--- config.mk ---
export PLATFORM = sky130hd
export DESIGN_NAME = fpga_cfg_loader
export DESIGN_NICKNAME = d
export VERILOG_FILES = /design/src/rtl/fpga_cfg_pkg.sv /design/src/rtl/fpga_cfg_crc16.sv /design/src/rtl/fpga_cfg_loader.sv
export SDC_FILE = /design/constraint.sdc
export NUM_CORES = 1
export LEC_CHECK = 0
export ABC_AREA = 0
export CORE_MARGIN = 2
export CORE_UTILIZATION = 35
export DETAILED_ROUTE_END_ITERATION = 16
export DONT_BUFFER_PORTS = 1
export GPL_ROUTABILITY_DRIVEN = 0
export SLEW_MARGIN = 20
export SYNTH_ARGS = -nofsm -noshare
export SYNTH_HDL_FRONTEND = slang
export SYNTH_SLANG_ARGS = --single-unit
export TNS_END_PERCENT = 100
--- constraint.sdc ---
create_clock -name clk -period 2.5 [get_ports clk]
set_input_delay 0.375 -clock clk [delete_from_list [all_inputs] [get_ports clk]]
set_output_delay 0.375 -clock clk [all_outputs]
set_load 0.02 [all_outputs]
--- src/rtl/fpga_cfg_pkg.sv ---
// Shared types and constants for the word-wide FPGA configuration loader.
// Single-bit CRC-16-CCITT step lives here so the CRC sub-module stays a thin register.
package fpga_cfg_pkg;

    typedef enum logic [2:0] {
        IDLE  = 3'd0,
        HDR   = 3'd1,
        LOAD  = 3'd2,
        SHIFT = 3'd3,
        CHK   = 3'd4,
        DONE  = 3'd5,
        ERR   = 3'd6
    } cfg_state_t;

    localparam logic [15:0] CFG_MAGIC = 16'hF9A0;

    localparam logic [1:0] ERR_MAGIC = 2'd1;
    localparam logic [1:0] ERR_LEN   = 2'd2;
    localparam logic [1:0] ERR_CRC   = 2'd3;

    localparam logic [15:0] CRC_INIT = 16'hFFFF;
    localparam logic [15:0] CRC_POLY = 16'h1021;

    function automatic logic [15:0] crc16_bit(input logic [15:0] crc, input logic b);
        logic fb;
        fb = crc[15] ^ b;
        return {crc[14:0], 1'b0} ^ (fb ? CRC_POLY : 16'h0000);
    endfunction

endpackage

--- src/rtl/fpga_cfg_crc16.sv ---
// CRC-16-CCITT accumulator absorbing NUM_CHAINS bits per enabled cycle, bit 0 first.
module fpga_cfg_crc16
    import fpga_cfg_pkg::*;
#(
    parameter int NUM_CHAINS = 4
) (
    input  logic                  clk,
    input  logic                  nrst,
    input  logic                  clr,
    input  logic                  en,
    input  logic [NUM_CHAINS-1:0] din,
    output logic [15:0]           crc
);

    logic [15:0] crc_r;
    logic [15:0] crc_nxt_s;

    // fold the per-cycle chain bits into the running CRC
    always_comb begin
        crc_nxt_s = crc_r;
        for (int k = 0; k < NUM_CHAINS; k++) begin
            crc_nxt_s = crc16_bit(crc_nxt_s, din[k]);
        end
    end

    // CRC register with clear taking priority over update
    always_ff @(posedge clk or negedge nrst) begin
        if (!nrst) begin
            crc_r <= CRC_INIT;
        end else if (clr) begin
            crc_r <= CRC_INIT;
        end else if (en) begin
            crc_r <= crc_nxt_s;
        end
    end

    assign crc = crc_r;

endmodule

--- src/rtl/fpga_cfg_loader.sv ---
// Framed, CRC-checked loader that serialises payload words across NUM_CHAINS CRAM chains.
// Optional chain-tail readback capture is enabled by defining FPGA_CFG_READBACK_EN.
module fpga_cfg_loader
    import fpga_cfg_pkg::*;
#(
    parameter int WORD_W     = 32,
    parameter int NUM_CHAINS = 4,
    parameter int CHAIN_LEN  = 1024
) (
    input  logic                  clk,
    input  logic                  nrst,
    input  logic                  start,
    input  logic [WORD_W-1:0]     s_data,
    input  logic                  s_valid,
    output logic                  s_ready,
    output logic [NUM_CHAINS-1:0] cfg_en,
    output logic [NUM_CHAINS-1:0] cfg_data,
    input  logic [NUM_CHAINS-1:0] cfg_rb,
    output logic                  busy,
    output logic                  done,
    output logic                  err,
    output logic [1:0]            err_code,
    output logic [WORD_W-1:0]     rb_data,
    output logic                  rb_valid
);

    localparam int SPW   = WORD_W / NUM_CHAINS;
    localparam int WORDS = NUM_CHAINS * CHAIN_LEN / WORD_W;
    localparam int WCW   = $clog2(WORDS + 1);
    localparam int SCW   = (SPW > 1) ? $clog2(SPW) : 1;

    localparam logic [15:0]    WORDS_HDR = 16'(WORDS);
    localparam logic [WCW-1:0] WORDS_CNT = WCW'(WORDS);
    localparam logic [SCW-1:0] SH_LAST   = SCW'(SPW - 1);

    cfg_state_t            state_r;
    logic [WORD_W-1:0]     word_r;
    logic [SCW-1:0]        sh_r;
    logic [WCW-1:0]        wcnt_r;
    logic                  s_ready_r;
    logic [NUM_CHAINS-1:0] cfg_en_r;
    logic [NUM_CHAINS-1:0] cfg_data_r;
    logic                  busy_r;
    logic                  done_r;
    logic                  err_r;
    logic [1:0]            err_code_r;

    logic        start_ok_s;
    logic        xfer_s;
    logic        shift_s;
    logic [15:0] crc_s;

    assign start_ok_s = start && ((state_r == IDLE) || (state_r == DONE) || (state_r == ERR));
    assign xfer_s     = s_valid && s_ready_r;
    assign shift_s    = (state_r == SHIFT);

    fpga_cfg_crc16 #(.NUM_CHAINS(NUM_CHAINS)) u_crc (
        .clk  (clk),
        .nrst (nrst),
        .clr  (start_ok_s),
        .en   (shift_s),
        .din  (cfg_data_r),
        .crc  (crc_s)
    );

    // frame sequencer; all outputs are registered alongside the state
    always_ff @(posedge clk or negedge nrst) begin
        if (!nrst) begin
            state_r    <= IDLE;
            word_r     <= '0;
            sh_r       <= '0;
            wcnt_r     <= '0;
            s_ready_r  <= 1'b0;
            cfg_en_r   <= '0;
            cfg_data_r <= '0;
            busy_r     <= 1'b0;
            done_r     <= 1'b0;
            err_r      <= 1'b0;
            err_code_r <= 2'd0;
        end else begin
            case (state_r)
                IDLE, DONE, ERR: begin
                    if (start) begin
                        state_r    <= HDR;
                        s_ready_r  <= 1'b1;
                        busy_r     <= 1'b1;
                        done_r     <= 1'b0;
                        err_r      <= 1'b0;
                        err_code_r <= 2'd0;
                        wcnt_r     <= '0;
                    end
                end
                HDR: begin
                    if (xfer_s) begin
                        if (s_data[31:16] != CFG_MAGIC) begin
                            state_r    <= ERR;
                            s_ready_r  <= 1'b0;
                            busy_r     <= 1'b0;
                            err_r      <= 1'b1;
                            err_code_r <= ERR_MAGIC;
                        end else if (s_data[15:0] != WORDS_HDR) begin
                            state_r    <= ERR;
                            s_ready_r  <= 1'b0;
                            busy_r     <= 1'b0;
                            err_r      <= 1'b1;
                            err_code_r <= ERR_LEN;
                        end else begin
                            state_r <= LOAD;
                        end
                    end
                end
                LOAD: begin
                    if (xfer_s) begin
                        state_r    <= SHIFT;
                        s_ready_r  <= 1'b0;
                        word_r     <= s_data >> NUM_CHAINS;
                        cfg_data_r <= s_data[NUM_CHAINS-1:0];
                        cfg_en_r   <= '1;
                        sh_r       <= '0;
                        wcnt_r     <= wcnt_r + WCW'(1);
                    end
                end
                SHIFT: begin
                    // word_r holds only the not-yet-presented slices, lowest first
                    if (sh_r == SH_LAST) begin
                        cfg_en_r   <= '0;
                        cfg_data_r <= '0;
                        s_ready_r  <= 1'b1;
                        state_r    <= (wcnt_r == WORDS_CNT) ? CHK : LOAD;
                    end else begin
                        sh_r       <= sh_r + SCW'(1);
                        cfg_data_r <= word_r[NUM_CHAINS-1:0];
                        word_r     <= word_r >> NUM_CHAINS;
                    end
                end
                CHK: begin
                    if (xfer_s) begin
                        s_ready_r <= 1'b0;
                        busy_r    <= 1'b0;
                        if (s_data[15:0] == crc_s) begin
                            state_r <= DONE;
                            done_r  <= 1'b1;
                        end else begin
                            state_r    <= ERR;
                            err_r      <= 1'b1;
                            err_code_r <= ERR_CRC;
                        end
                    end
                end
                default: begin
                    state_r    <= IDLE;
                    s_ready_r  <= 1'b0;
                    cfg_en_r   <= '0;
                    cfg_data_r <= '0;
                    busy_r     <= 1'b0;
                end
            endcase
        end
    end

    assign s_ready  = s_ready_r;
    assign cfg_en   = cfg_en_r;
    assign cfg_data = cfg_data_r;
    assign busy     = busy_r;
    assign done     = done_r;
    assign err      = err_r;
    assign err_code = err_code_r;

`ifdef FPGA_CFG_READBACK_EN
    logic [WORD_W-1:0] rb_r;
    logic              rb_valid_r;

    // capture chain tails slice by slice; pulse valid once the word is complete
    always_ff @(posedge clk or negedge nrst) begin
        if (!nrst) begin
            rb_r       <= '0;
            rb_valid_r <= 1'b0;
        end else begin
            rb_valid_r <= shift_s && (sh_r == SH_LAST);
            for (int j = 0; j < SPW; j++) begin
                if (shift_s && (sh_r == SCW'(j))) begin
                    rb_r[j*NUM_CHAINS +: NUM_CHAINS] <= cfg_rb;
                end
            end
        end
    end

    assign rb_data  = rb_r;
    assign rb_valid = rb_valid_r;
`else
    logic unused_rb_s;
    assign unused_rb_s = ^cfg_rb;
    assign rb_data     = '0;
    assign rb_valid    = 1'b0;
`endif

endmodule

==> results of run 1 <==
==> worst max-delay path by stage <==
| stage | startpoint | end | depth (start not counted) |
|---|---|---|---|
| after floorplan | state_r[0] | s_ready | 6 |
| after global placement | state_r[0] | word_r[4] | 4 |
| after detailed placement | state_r[0] | word_r[8] | 4 |
| after CTS | state_r[0] | word_r[6] | 4 |
| after global routing | state_r[0] | wcnt_r[6] | 6 |
| final | state_r[0] | state_r[2] | 6 |
==> what timing repair did <==
| item | CTS | global route |
|---|---|---|
| hold endpoints to repair | 69 | 0 |
| hold buffers | 2 | 0 |
| setup endpoints to repair | 0 | 0 |
==> placed cells by master, fill, tap and decap left out, types with 5 or more instances in the layout <==
cell type  synthesis  routed
a21oi_1            6       6
a22oi_1            5       5
buf_4             37       8
clkbuf_16          0       9
conb_1             1      33
dfrtp_1           53      53
dfstp_2           16      16
inv_1              7       7
mux2i_1           30      30
nand2_1           64      63
nand3_1           16      16
nand4_1            5       5
nor2_1             7       6
nor3_1             6       6
nor4_1             9       9
o211ai_1           8       8
o21a_1             6       6
o21ai_0           37      37
or3_1              6       6
xnor2_1            8       8
xor2_1            21      21
==> registers in the layout, summed over array words and instances (netlist names) <==
signal and flops:
busy 1, cfg_data 4, cfg_en 1, done 1
err 1, err_code 2, s_ready 1, sh_r 3
state_r 3, u_crc.crc 16, wcnt_r 8, word_r 28
==> kinds of logic (layout without fill, tap and decap cells) <==
logic type | Yosys count | in the layout | synth area share, %
flip-flops | 69 | 69 | 43.4
adder cells (fa/ha/maj) | 5 | 5 | 1.74
AO/OA/AOI/OAI | 82 | 82 | 12.9
multiplexers | 34 | 34 | 8.95
AND/OR/NAND/NOR | 132 | 132 | 16.2
buffers and inverters | 62 | 35 | 10.0
other | 1 | 33 | 0.0931
XOR/XNOR | 30 | 30 | 6.71
==> synth_stat cells, types with 2 or more instances <==
library cell	instances
buf_4	37
o21ai_1	3
nor4_1	9
dfstp_2	16
a31oi_1	2
and4_1	2
a21oi_1	6
nor2b_1	2
o32a_1	4
dfrtp_1	53
a22o_1	2
a22oi_1	5
nand2_1	64
inv_1	7
o21ai_0	37
nor3b_1	2
buf_2	8
nor2_1	7
o21a_1	6
o211ai_1	8
nand4_1	5
mux2i_1	30
clkbuf_1	7
buf_6	3
or3_1	6
mux2_2	2
and2_1	2
xor2_1	21
nor4b_1	4
ha_1	4
nand3_1	16
nor3_1	6
xnor2_1	8
==> per-stage QoR <==
stage	util (%)	setup slack (ps)
2_1_floorplan	-	657
3_3_place_gp	35.7	251
3_5_place_dp	35.7	192
4_1_cts	38.5	188
5_1_grt	38.7	179
6_report	38.7	338
==> area by class of cell <==
cell class              count  area, um^2
clock buffers               9         225
clock inverters             7        56.3
fillers                  1113        6940
inverters                   7        26.3
multi-input cells         316        2010
flip-flops and latches     69        1750
well taps                 143         179
repair buffers             12         145
==> power groups by stage <==
stage / Clock, mW / Combinational [mW] / Sequential [mW]
2_1_floorplan: 0 / 2.00 / 2.05
3_3_place_gp: 0 / 2.18 / 2.24
3_5_place_dp: 0 / 2.24 / 2.26
4_1_cts: 1.25 / 2.29 / 2.24
5_1_grt: 1.30 / 2.64 / 2.31
6_report: 1.22 / 2.33 / 2.24
==> routing by layer <==
layer | global-route usage (%) | up-vias | routed length, um
met5 | 0 | - | 0
met4 | 5.35 | 0 | 142
met3 | 5.14 | 11 | 614
met2 | 23.8 | 92 | 4180
met1 | 20.2 | 1430 | 4070
li1 | - | 1410 | -
==> out/metrics.cfg, run 1 <==
[floorplan]
die_w_um=111
rows=39
start_util_pct=35.6
pin_count=87
die_area_um2=12400
coreArea_um2=11300
die_h_um=111

[sta]
maxSlewViolCount=0
period_share_pct=86.5
slew_headroom_pct=49.2
tightest_slew_ps=762
fmax_mhz=463
fin_skew_ps=8.72
rsz0062_at_grt=false
finalSetupViolations=0
setup_tns_ps=0
holdWs_ps=160
fin_crit_ps=2160
hold_viol=0

[synthesis]
synth-seq-area-share_pct=43.4
synth_top_area_share_pct=32.9
ys.flop_type=dfrtp_1
synth_area_um2=4030
synth-async-reset-ratio_pct=100
syn_inst=415
yosys-top-cells-area=dfrtp_1, dfstp_2, mux2i_1, buf_4, nand2_1
synth_warnings=0
synth-seq-cells=69
synth.avg_cell_area_um2=9.71
synth_edf_count=0
synth_cell_types=54
synth_area_leader_cell=dfrtp_1

[outcome]
status=completed

[setup_path]
critPathMostFrequentCell=buf_4
crit_family=compound AO/OA/AOI/OAI gates
slowest_delay_ps=570
ff2ff_path_depth=6
crit_chain=buf_4, and4bb_2, buf_4, a21oi_1, o211ai_1, o41ai_1
regToRegStartpoint=state_r[0]
r2r_slack_ps=340
crit_fanout=13
critPathRequiredTime_ps=2720
path_class=reg -> reg
cp-start-kind=register
crit_slowest_cell=dfrtp_1
worstPathArrival_ps=2380
crit_path_end_kind=register
cp_num_buf_inv=2
r2r-end=state_r[2]

[power_and_ir_drop]
power.switching_mw=2.40
p_per_area_nw_per_um2=1320
clock_power_share_pct=21.0
leakage_nw=2.03
p_total_mw=5.78
intPower_mw=3.38
swShare_pct=41.5
ir_drop_v=0.000438
p_seq_share_pct=38.7
combPwrFrac_pct=40.3

[detailed_routing]
drt_iter0_markers=102
vias=2943
ant_nets=0
vias_per_cell=5.23
first_pass_iters=5
drc=0
wl_um=9010
wire_per_inst_um=16.0

[placed_design]
io_buffers=0
post-dp-hpwl_um=6500
postPlaceCellArea_um2=4040
dp.cells=544

[global_routing]
grtUsageTotal_pct=15.4
grt_max_degree=70
antenna_found_initial=0
grt-ovfl-total=0
grt_pass1_wl_um=15200
grt_pass1_vias=2900

[clocking]
cts_tree=yes
clock_latency_ps=340
cts_buffer_depth=2
ctsResizeCount=0
cts_setup_buffers=0
cts.sinks=69
h-tree-depth=3
ctsRootBufferMaster=clkbuf_16
cts_inserted_buffers=9
clk_pin_slew_ps=60

[min_path]
hold_path_startpoint=s_data[28]
hold_path_depth=2
min_path_type=in -> reg
hold_end=word_r[24]

[flow_run]
max_cap_violations=0

[cells_and_area]
final_cells=563
fin_area_um2=4390
final_nets=460
syn_to_final_growth_pct=8.88
drive_gt1_share_pct=12.6
antenna_cells=0

Power figures use the tool's default switching activity.
==> run 2, diff against run 1 <==
--- a/config.mk
+++ b/config.mk
@@ -6,6 +6,7 @@
 export NUM_CORES = 1
 export LEC_CHECK = 0
 export ABC_AREA = 0
+export CORE_ASPECT_RATIO = 0.9
 export CORE_MARGIN = 2
 export CORE_UTILIZATION = 35
 export DETAILED_ROUTE_END_ITERATION = 16
==> run 2 against run 1 <==
Net effect:
- non-clock buffer count down 2
- hold slack better by 11 ps
- setup slack better by 70 ps
- clock skew rose by 1.3 ps
- critical path depth is the same
- maximum frequency up 3.3%
- utilization up 0.55 points
- critical endpoint is now wcnt_r[6]
==> out/metrics.cfg, run 2 (synthesis gave the netlist of run 1 again) <==
[power_and_ir_drop]
power.switching_mw=2.31  ; -3.6%
ir_drop_v=0.000486  ; +11%
combPwrFrac_pct=38.3  ; -2.0 points
swShare_pct=38.4  ; -3.1 points
p_seq_share_pct=36.8  ; -1.9 points
intPower_mw=3.71  ; +9.8%
clock_power_share_pct=24.9  ; +3.9 points
leakage_nw=2.06  ; +1.4%
p_per_area_nw_per_um2=1350  ; +2.6%

[clocking]
h-tree-depth=3  ; unchanged
ctsResizeCount=0  ; unchanged
clk_pin_slew_ps=60  ; about the same
cts_tree=yes
cts_inserted_buffers=9  ; unchanged
clock_latency_ps=340  ; about the same
cts.sinks=69  ; unchanged
ctsRootBufferMaster=clkbuf_16
cts_buffer_depth=2  ; unchanged

[outcome]
status=completed

[floorplan]
pin_count=87  ; unchanged
die_w_um=117  ; +5.2%
start_util_pct=35.5  ; -0.067 points
coreArea_um2=11300  ; +0.19%
rows=37  ; -5.1%
die_area_um2=12400  ; about the same
die_h_um=106  ; -4.9%

[setup_path]
crit_slowest_cell=dfrtp_1
crit_path_end_kind=register
endpoint=wcnt_r[6]
regToRegStartpoint=state_r[0]
slowest_delay_ps=600  ; +30 ps
r2r_slack_ps=410  ; +70 ps
crit_fanout=12  ; -1
cp_num_buf_inv=1  ; -1
crit_family=flip-flops
critPathRequiredTime_ps=2740  ; +20 ps
critical_path_depth=6  ; unchanged
cp-startpoint=state_r[0]
ff2ff_path_depth=6  ; unchanged
worstPathArrival_ps=2330  ; -50 ps
crit_chain=buf_4, nor2_1, mux2_4, a21oi_2, mux2i_1, nor3b_1
r2r-end=wcnt_r[6]
path_class=reg -> reg
cp-start-kind=register

[cells_and_area]
drive_gt1_share_pct=12.0  ; -0.66 points
regArea_um2=1750  ; unchanged
layout_commonest_cell=nand2_1
syn_to_final_growth_pct=10.6
antenna_cells=0  ; unchanged
final_nets=458  ; -0.43%
multi_input_area_um2=2010  ; unchanged
final_util_pct=39.3  ; +0.55 points
largest_register=word_r
largest_reg_flops=28  ; unchanged
final_cell_mix=nand2_1, dfrtp_1, o21ai_0
fill_cells=1118  ; +0.45%

[global_routing]
grt_pass1_vias=2842  ; -2.0%
grt_max_degree=70  ; unchanged
grt-ovfl-total=0  ; unchanged
grt_pass1_wl_um=14400  ; -5.1%
antenna_found_initial=0  ; unchanged
grtUsageTotal_pct=15.1  ; -0.29 points

[flow_run]
max_cap_violations=0  ; unchanged

[min_path]
min_path_type=in -> reg

[detailed_routing]
first_pass_iters=4  ; -1
drc=0  ; unchanged
drt_iter0_markers=160  ; +57%
vias=2938  ; -0.17%
wire_per_inst_um=15.3  ; -4.6%
wl_um=8760  ; -2.8%
ant_nets=0  ; unchanged
vias_per_cell=5.12  ; -2.1%

[placed_design]
io_buffers=0  ; unchanged
post-dp-hpwl_um=6230  ; -4.1%

[sta]
period_share_pct=83.7  ; -2.8 points
finalSetupViolations=0  ; unchanged
slew_headroom_pct=49.3  ; +0.14 points
tightest_slew_ps=760  ; -2.06 ps
fmax_mhz=478  ; +3.3%
maxSlewViolCount=0  ; unchanged
rsz0062_at_grt=false
hold_viol=0  ; unchanged
setup_tns_ps=0  ; unchanged
fin_crit_ps=2090  ; -69.6 ps
fin_skew_ps=10.0  ; +1.31 ps

run 2: cell types whose count changed in the layout (fill, tap and decap cells not counted), sizes merged:
cell | previous run | this run
clkinvlp | 2 | 0
clkbuf | 9 | 12
buf | 11 | 9
inv | 11 | 7
bufinv | 0 | 3
run 2: power by group through the flow:
stage | Combinational [mW] | Sequential (mW) | Clock [mW]
floorplan | 2.00 | 2.05 | 0
global placement | 2.17 | 2.23 | 0
detailed placement | 2.23 | 2.24 | 0
CTS | 2.27 | 2.23 | 1.54
global route | 2.61 | 2.29 | 1.57
finish | 2.31 | 2.22 | 1.50
run 2: per-stage QoR:
step / hold slack [ps] / setup WS (ps) / instance area, um^2 / power (mW) / cells
floorplan: 79.4 / 657 / 4150 / 4.05 / 447
global placement: 84.4 / 328 / 4040 / 4.39 / 555
detailed placement: 84.2 / 252 / 4040 / 4.48 / 555
CTS: 157 / 238 / 4430 / 6.04 / 573
global route: 174 / 262 / 4460 / 6.48 / 574
finish: 171 / 407 / 4460 / 6.03 / 574
run 2: worst min-delay path by stage:
stage / startpoint / cells after the start / slack (ps) / end
after floorplan: nrst / 0 / 80 / busy
after global placement: nrst / 0 / 80 / word_r[25]
after detailed placement: nrst / 0 / 80 / word_r[25]
after CTS: s_data[28] / 2 / 160 / word_r[24]
after global routing: s_data[28] / 2 / 170 / word_r[24]
final: s_data[28] / 2 / 170 / word_r[24]
run 2: layer usage:
layer  routed length, um  global-route usage, %
met1                3890                   20.1
met2                4210                   23.1
met4                 192                   6.72
met3                 464                   3.62
met5                   0                      0
run 2: what timing repair did:
item,in CTS,in global routing
setup buffers,0,0
hold endpoints to repair,69,0
hold buffers,2,0
run 2: area by class of cell:
| cell class | count | area share [%] |
|---|---|---|
| flip-flops and latches | 69 | 39.2 |
| clock inverters | 4 | 2.11 |
| multi-input cells | 316 | 45.0 |
| inverters | 7 | 0.590 |
| clock buffers | 12 | 5.76 |
| well taps | 156 | 4.38 |
| repair buffers | 10 | 2.92 |
